--- config.mk ---
export PLATFORM = sky130hd
export DESIGN_NAME = uart_tx
export DESIGN_NICKNAME = d
export VERILOG_FILES = /design/src/rtl/uart_tx.sv
export SDC_FILE = /design/constraint.sdc
export NUM_CORES = 1
export LEC_CHECK = 0
export ABC_AREA = 0
export BUFFER_PORTS_ARGS = -buffer_cell sky130_fd_sc_hd__buf_2
export CAP_MARGIN = 20
export CELL_PAD_IN_SITES_DETAIL_PLACEMENT = 0
export CELL_PAD_IN_SITES_GLOBAL_PLACEMENT = 1
export CORE_MARGIN = 1
export CORE_UTILIZATION = 46
export DETAILED_ROUTE_END_ITERATION = 10
export PLACE_DENSITY_LB_ADDON = 0.05
export SLEW_MARGIN = 20
export SYNTH_ARGS = -nofsm -noshare
export SYNTH_HDL_FRONTEND = slang
export SYNTH_SLANG_ARGS = --single-unit
--- constraint.sdc ---
create_clock -name clk -period 3.6 [get_ports clk]
set_input_delay 0.36 -clock clk [delete_from_list [all_inputs] [get_ports clk]]
set_output_delay 0.36 -clock clk [all_outputs]
set_load 0.005 [all_outputs]
--- src/rtl/uart_tx.sv ---
// 8N1 / 8P1 UART transmitter with valid/ready byte intake.
// Define UART_TX_PARITY_EN to insert a parity bit between data and stop.
module uart_tx #(
  parameter int CLKS_PER_BIT = 434,
  parameter int MSB_FIRST    = 1,
  parameter int PARITY_ODD   = 0
) (
  input  logic       clk,
  input  logic       rst,
  input  logic       tx_valid,
  input  logic [7:0] tx_data,
  output logic       tx_ready,
  output logic       tx_done,
  output logic       uart_txd
);

  localparam int CW = (CLKS_PER_BIT > 1) ? $clog2(CLKS_PER_BIT) : 1;
  localparam logic [CW-1:0] LAST = CW'(CLKS_PER_BIT - 1);

  if (CLKS_PER_BIT < 2 || CLKS_PER_BIT > 65535 ||
      MSB_FIRST < 0 || MSB_FIRST > 1 ||
      PARITY_ODD < 0 || PARITY_ODD > 1) begin : g_bad_cfg
    $error("uart_tx: illegal parameter value");
  end

  typedef enum logic [2:0] {
    IDLE,
    START,
    DATA,
`ifdef UART_TX_PARITY_EN
    PARITY,
`endif
    STOP
  } state_t;

  state_t        state, state_n;
  logic [CW-1:0] cnt, cnt_n;
  logic [2:0]    idx, idx_n;
  logic [7:0]    sh, sh_n;
  logic          txd_n;
  logic          bit_end;
  logic          done;
  logic          data_bit;

  always_ff @(posedge clk) begin
    if (rst) begin
      state    <= IDLE;
      cnt      <= '0;
      idx      <= '0;
      sh       <= '0;
      uart_txd <= 1'b1;
    end else begin
      state    <= state_n;
      cnt      <= cnt_n;
      idx      <= idx_n;
      sh       <= sh_n;
      uart_txd <= txd_n;
    end
  end

  always_comb begin
    state_n  = state;
    cnt_n    = cnt;
    idx_n    = idx;
    sh_n     = sh;
    done     = 1'b0;
    txd_n    = 1'b1;
    data_bit = 1'b1;
    bit_end  = (cnt == LAST);

    if (state != IDLE)
      cnt_n = bit_end ? '0 : cnt + 1'b1;

    unique case (state)
      IDLE: begin
        if (tx_valid) begin
          state_n = START;
          sh_n    = tx_data;
          cnt_n   = '0;
        end
      end
      START: begin
        if (bit_end)
          state_n = DATA;
      end
      DATA: begin
        if (bit_end) begin
          idx_n = idx + 3'd1;
          if (idx == 3'd7)
`ifdef UART_TX_PARITY_EN
            state_n = PARITY;
`else
            state_n = STOP;
`endif
        end
      end
`ifdef UART_TX_PARITY_EN
      PARITY: begin
        if (bit_end)
          state_n = STOP;
      end
`endif
      STOP: begin
        if (bit_end) begin
          state_n = IDLE;
          done    = 1'b1;
        end
      end
      default: state_n = IDLE;
    endcase

    // Line level is decided for the state being entered, so it lands in a flop.
    data_bit = (MSB_FIRST != 0) ? sh_n[~idx_n] : sh_n[idx_n];
    unique case (state_n)
      START:   txd_n = 1'b0;
      DATA:    txd_n = data_bit;
`ifdef UART_TX_PARITY_EN
      PARITY:  txd_n = (^sh_n) ^ (PARITY_ODD != 0);
`endif
      default: txd_n = 1'b1;
    endcase
  end

  assign tx_ready = (state == IDLE);
  assign tx_done  = done;

endmodule

[Yosys cells after proc, flatten, opt, wreduce, memory -nomap -nowiden]
Index checks and enable logic that the tools add are counted.
Storage, ports and cells
  flip-flop bits (word level): 24
  bits in latches: 0
  bits in writable memories: 0
  memory bits (read-only): 0
  input bits: 11
  output and inout bits: 3
  memories kept: 0
Operators by class
  add/subtract/negate cells: 2
  multiply operators: 0
  div/mod/pow operators: 0
  magnitude comparators: 1
  equal/unequal tests: 7
  shift operators: 0
  muxes and demuxes: 19
  bitwise operators: 1
  reductions and logical operators: 2
Operator list (count)
  $mux 9: 4
  $mux 3: 7
  $mux 8: 2
  $pmux 3 s4: 1
  $add 9x1->9 const B: 1
  $eq 3x2->1 const B: 3
  $eq 9x9->1 const B: 1
  $eq 3x1->1 const B: 2
  $lt 3x4->1 const B: 1
  $add 3x1->3 const B: 1
  $bmux 1 s3: 1
  $eq 3x3->1 const B: 1
  $logic_not 3->1: 1
  $mux 1: 3
  $not 3->3: 1
  $reduce_bool 3->1: 1
  $pmux 1 s2: 1

[Logic depth before layout (Yosys ltp)]
  depth after elaboration: 7
  mapped depth: 10
  depth with buffers taken out: 8

[Worst setup path after synthesis]
No wires, ideal clock.
  kind: register to register
  from: register cnt[1]
  to: register uart_txd
  setup time: 116 ps
  arrival: 1752 ps
  data required time: 3484 ps
  setup slack: 1732 ps
  cell stages (with the launch flop): 11
  path buffers: 2
  period minus slack after synthesis: 1868 ps
  cell sequence: dfxtp_1 > inv_1 > ha_1 > and4b_1 > buf_2 > a31oi_1 > nand2b_1 > buf_6 > mux2i_1 > a211o_1 > o211a_1
On the way
  cells in the longest elaborated chain, start to end: 7
  elaborated cells between the ends (all ways): 13
RTL lines
  start: declaration: RTL line 37  | logic [CW-1:0] cnt, cnt_n;
  start signal: assignment: RTL line 54  | cnt <= cnt_n;
  $eq 9x9->1 *: RTL line 69  | bit_end = (cnt == LAST);
  $mux 3: RTL line 87  | if (bit_end) begin
  $mux 3: RTL line 74  | unique case (state)
  $not 3->3: RTL line 113  | data_bit = (MSB_FIRST != 0) ? sh_n[~idx_n] : sh_n[idx_n];
  $bmux 1 s3: RTL line 113
  $mux 1 (not written as such): RTL line 113
  $pmux 1 s2 *: RTL line 114  | unique case (state_n)
  end signal: assignment: RTL line 57  | uart_txd <= txd_n;
  end: declaration: RTL line 14  | output logic uart_txd
Mark *: on every way between the ends. The rest lies on a longest branch, timed or not. The select of a mux whose other input is x is not followed.
A chain may end at the register's enable or synchronous reset.

[Worst setup path after layout]
  from: register cnt[0]
  to: output port tx_done
On the way
  cells in the longest elaborated chain, start to end: 3
RTL lines
  $eq 9x9->1: RTL line 69
  $mux 1: RTL line 104  | if (bit_end) begin
  $mux 1: RTL line 74
  end: declaration: RTL line 13  | output logic tx_done,
Every way passes these cells.

==> results.py <==
metrics = {
    "synth": {
        "synthesis.nets": 141,
        "yosys_warnings": 0,
        "synth_cells": 126,
        "yosysTopAreaCellShare": 0.4151,
        "synth_top_cell_by_area": "dfxtp_1",
        "synth_area_leaders": "dfxtp_1, mux2i_1, nor2_1",
        "synth_seq_cells": 24,
        "syn_area_sq_um": 1157,
        "syn_avg_cell_area_sq_um": 9.185,
        "yosysSeqAreaShare": 0.4151,
        "synthDistinctLibCells": 37,
    },
    "cells_and_area": {
        "post-route-cell-area_sq_um": 1286,
        "layout-drive-gt1-share": 0.1583,
        "nNetsFinal": 155,
        "syn_to_final_growth_pct": 11.13,
        "instances_no_fill": 167,
        "n_antenna_cell": 0,
    },
    "setup_path": {
        "crit_type": "flop to output port",
        "cp.arrival_ps": 1790,
        "cp_max_fo": 6,
        "start_kind": "flop",
        "required_ps": 3240,
        "end_kind": "output port",
    },
    "grt": {
        "busiest_layer": "met2",
        "grtUsageMet1": 0.2238,
        "gr-usage-met3": 0.03509,
        "antenna_found_initial": 0,
        "grt_use_met2": 0.3376,
        "grt_max_degree": 17,
        "grt_first_pass_wirelength_um": 3760,
        "overflow": 0,
        "grt_pass1_vias": 879,
        "track_usage": 0.1928,
    },
    "route": {
        "routed-via-count": 923,
        "wire_per_inst_um": 12.92,
        "drc": 0,
        "drt_iter0_drc": 11,
        "routed_wl_um": 2157,
        "drtPass1Iterations": 4,
        "drtAntennaViolNets": 0,
        "viasPerCell": 5.527,
    },
    "floorplanning": {
        "core_area_sq_um": 2297,
        "start_util": 0.5038,
        "rows": 17,
        "die-width_um": 52.16,
        "dieArea_sq_um": 2721,
        "ios": 14,
        "die_h_um": 52.16,
    },
    "sta": {
        "worst_pin_slew_ps": 610.6,
        "hold_viol": 0,
        "slew_viol_final": 0,
        "setup-violations-final": 0,
        "fin_crit_sh": 0.5980,
        "fin_crit_ps": 2153,
        "tns_ps": 0,
        "skew_ps": 4.873,
        "fmax_mhz": 464.5,
        "rsz0062_at_grt": "no",
        "relSlewSlack": 0.5902,
    },
    "cts": {
        "cts_max_level": 1,
        "post-cts-setup-buffer-count": 0,
        "clk_latency_ps": 320,
        "clockBufferDepth": 2,
        "clkSinkCount": 24,
        "cts_tree": "done",
        "cts_inserted_buffers": 3,
        "clkTransAtPathRegs_ps": 140,
        "cts_root_buf": "clkbuf_4",
        "ctsResizeCount": 0,
        "cts_hold_buf": 0,
    },
    "placement": {
        "gp_congestion": 0.6938,
        "dpl.hpwl_um": 1617,
        "dpl.cell_count": 163,
        "place_area_sq_um": 1234,
        "io_buffers": 13,
    },
    "outcome": {
        "status": "finished, final reports clean",
    },
    "min_path": {
        "hp-class": "input port to flop",
    },
    "power_and_ir_drop": {
        "power.density_nw_per_um2": 401.7,
        "peakVddDrop_mv": 0.2088,
        "p_leak_nw": 0.5174,
    },
    "flow_run": {
        "max-cap-violations": 0,
    },
}
[registers in the layout (all words and copies together), names as in the netlist]
signal    count
cnt           9
sh            8
state         3
idx           3
uart_txd      1
[power breakdown]
group          total, mW  switching (mW)  leakage, nW  internal, mW
clock              0.200          0.0873       0.0279         0.113
combinational     0.0378          0.0207        0.294        0.0171
sequential         0.279         0.00550        0.195         0.273
[final timing paths]
| check | from | to | slack (ps) | cells after the start |
|---|---|---|---|---|
| min reg2reg | sh[6] | sh[6] | 510 | 2 |
| max reg2reg | cnt[1] | uart_txd | 1550 | 8 |
| min | tx_data[5] | sh[5] | 290 | 3 |
| max | cnt[0] | tx_done | 1450 | 5 |
[area by class of cell]
| class | instances | area, sq um |
|---|---|---|
| Inverter | 4 | 15.01 |
| Fill cell | 231 | 1011 |
| Multi-Input combinational cell | 93 | 630.6 |
| Clock buffer | 3 | 22.52 |
| Tap cell | 28 | 35.03 |
| Timing Repair Buffer | 14 | 72.57 |
| Sequential cell | 24 | 480.5 |
| Clock inverter | 1 | 30.03 |
[stage by stage]
stage | power [mW] | utilization | setup slack (ps) | hold slack, ps
2_1_floorplan | 0.3092 | - | 1732 | 431.6
3_3_place_gp | 0.3222 | 0.5370 | 1671 | 473.8
3_5_place_dp | 0.3232 | 0.5370 | 1591 | 491.3
4_1_cts | 0.5222 | 0.5599 | 1446 | 285.6
5_1_grt | 0.5368 | 0.5599 | 1284 | 300.7
6_report | 0.5166 | 0.5599 | 1447 | 287.4
[critical path: stages, from the launching register on]
cell     delay (ps)
dfxtp_1         430
ha_1            160
and4b_1         290
nand3_1         190
nor3b_1         240
buf_2           150
[logic make-up after synthesis]
group / count (synthesis) / synth area share
AND/OR/NAND/NOR: 52 / 0.2487
XOR/XNOR: 6 / 0.04541
buffers and inverters: 9 / 0.04000
other: 1 / 0.003240
multiplexers: 12 / 0.1038
AO/OA/AOI/OAI: 18 / 0.1005
flip-flops: 24 / 0.4151
adder cells (fa/ha/maj): 4 / 0.04324
[cells in the final DEF (no fill, tap or decap), types with 2 or more instances in the layout]
cell and n:
a21oi_1 5, xor2_1 6, nand2_1 5, ha_1 4, nor2_1 22, o21ai_0 3, a211o_1 2, dfxtp_1 24
a211oi_1 3, inv_1 4, mux2i_1 12, or3_1 3, nor3_1 2, nor2b_1 2, nand4_1 4, buf_2 13
nand3_1 3, clkbuf_4 3
[cells in the mapped netlist (all sizes together)]
cell type,number
o211a,1
a21oi,5
nand2b,1
a31oi,1
clkbuf,2
nor4b,1
o21ai,4
nand4,4
and2,1
or4,1
or3,3
nand2,5
nor2b,2
and3b,1
dfxtp,24
nor2,22
o211ai,1
xor2,6
ha,4
nand3,3
or2b,1
a21boi,1
inv,4
nor3,2
conb,1
buf,3
nor3b,2
mux2i,12
and4b,1
and4bb,1
and3,1
a211o,2
a211oi,3
[metal layers]
layer / vias to the layer above / share of wire / wire [um]
li1: 471 / - / -
met1: 436 / 0.47 / 1018
met2: 11 / 0.49 / 1056
met3: 5 / 0.019 / 41
met4: 0 / 0.019 / 41
met5: - / 0 / 0
No activity file was read; power rests on OpenSTA's default activity.
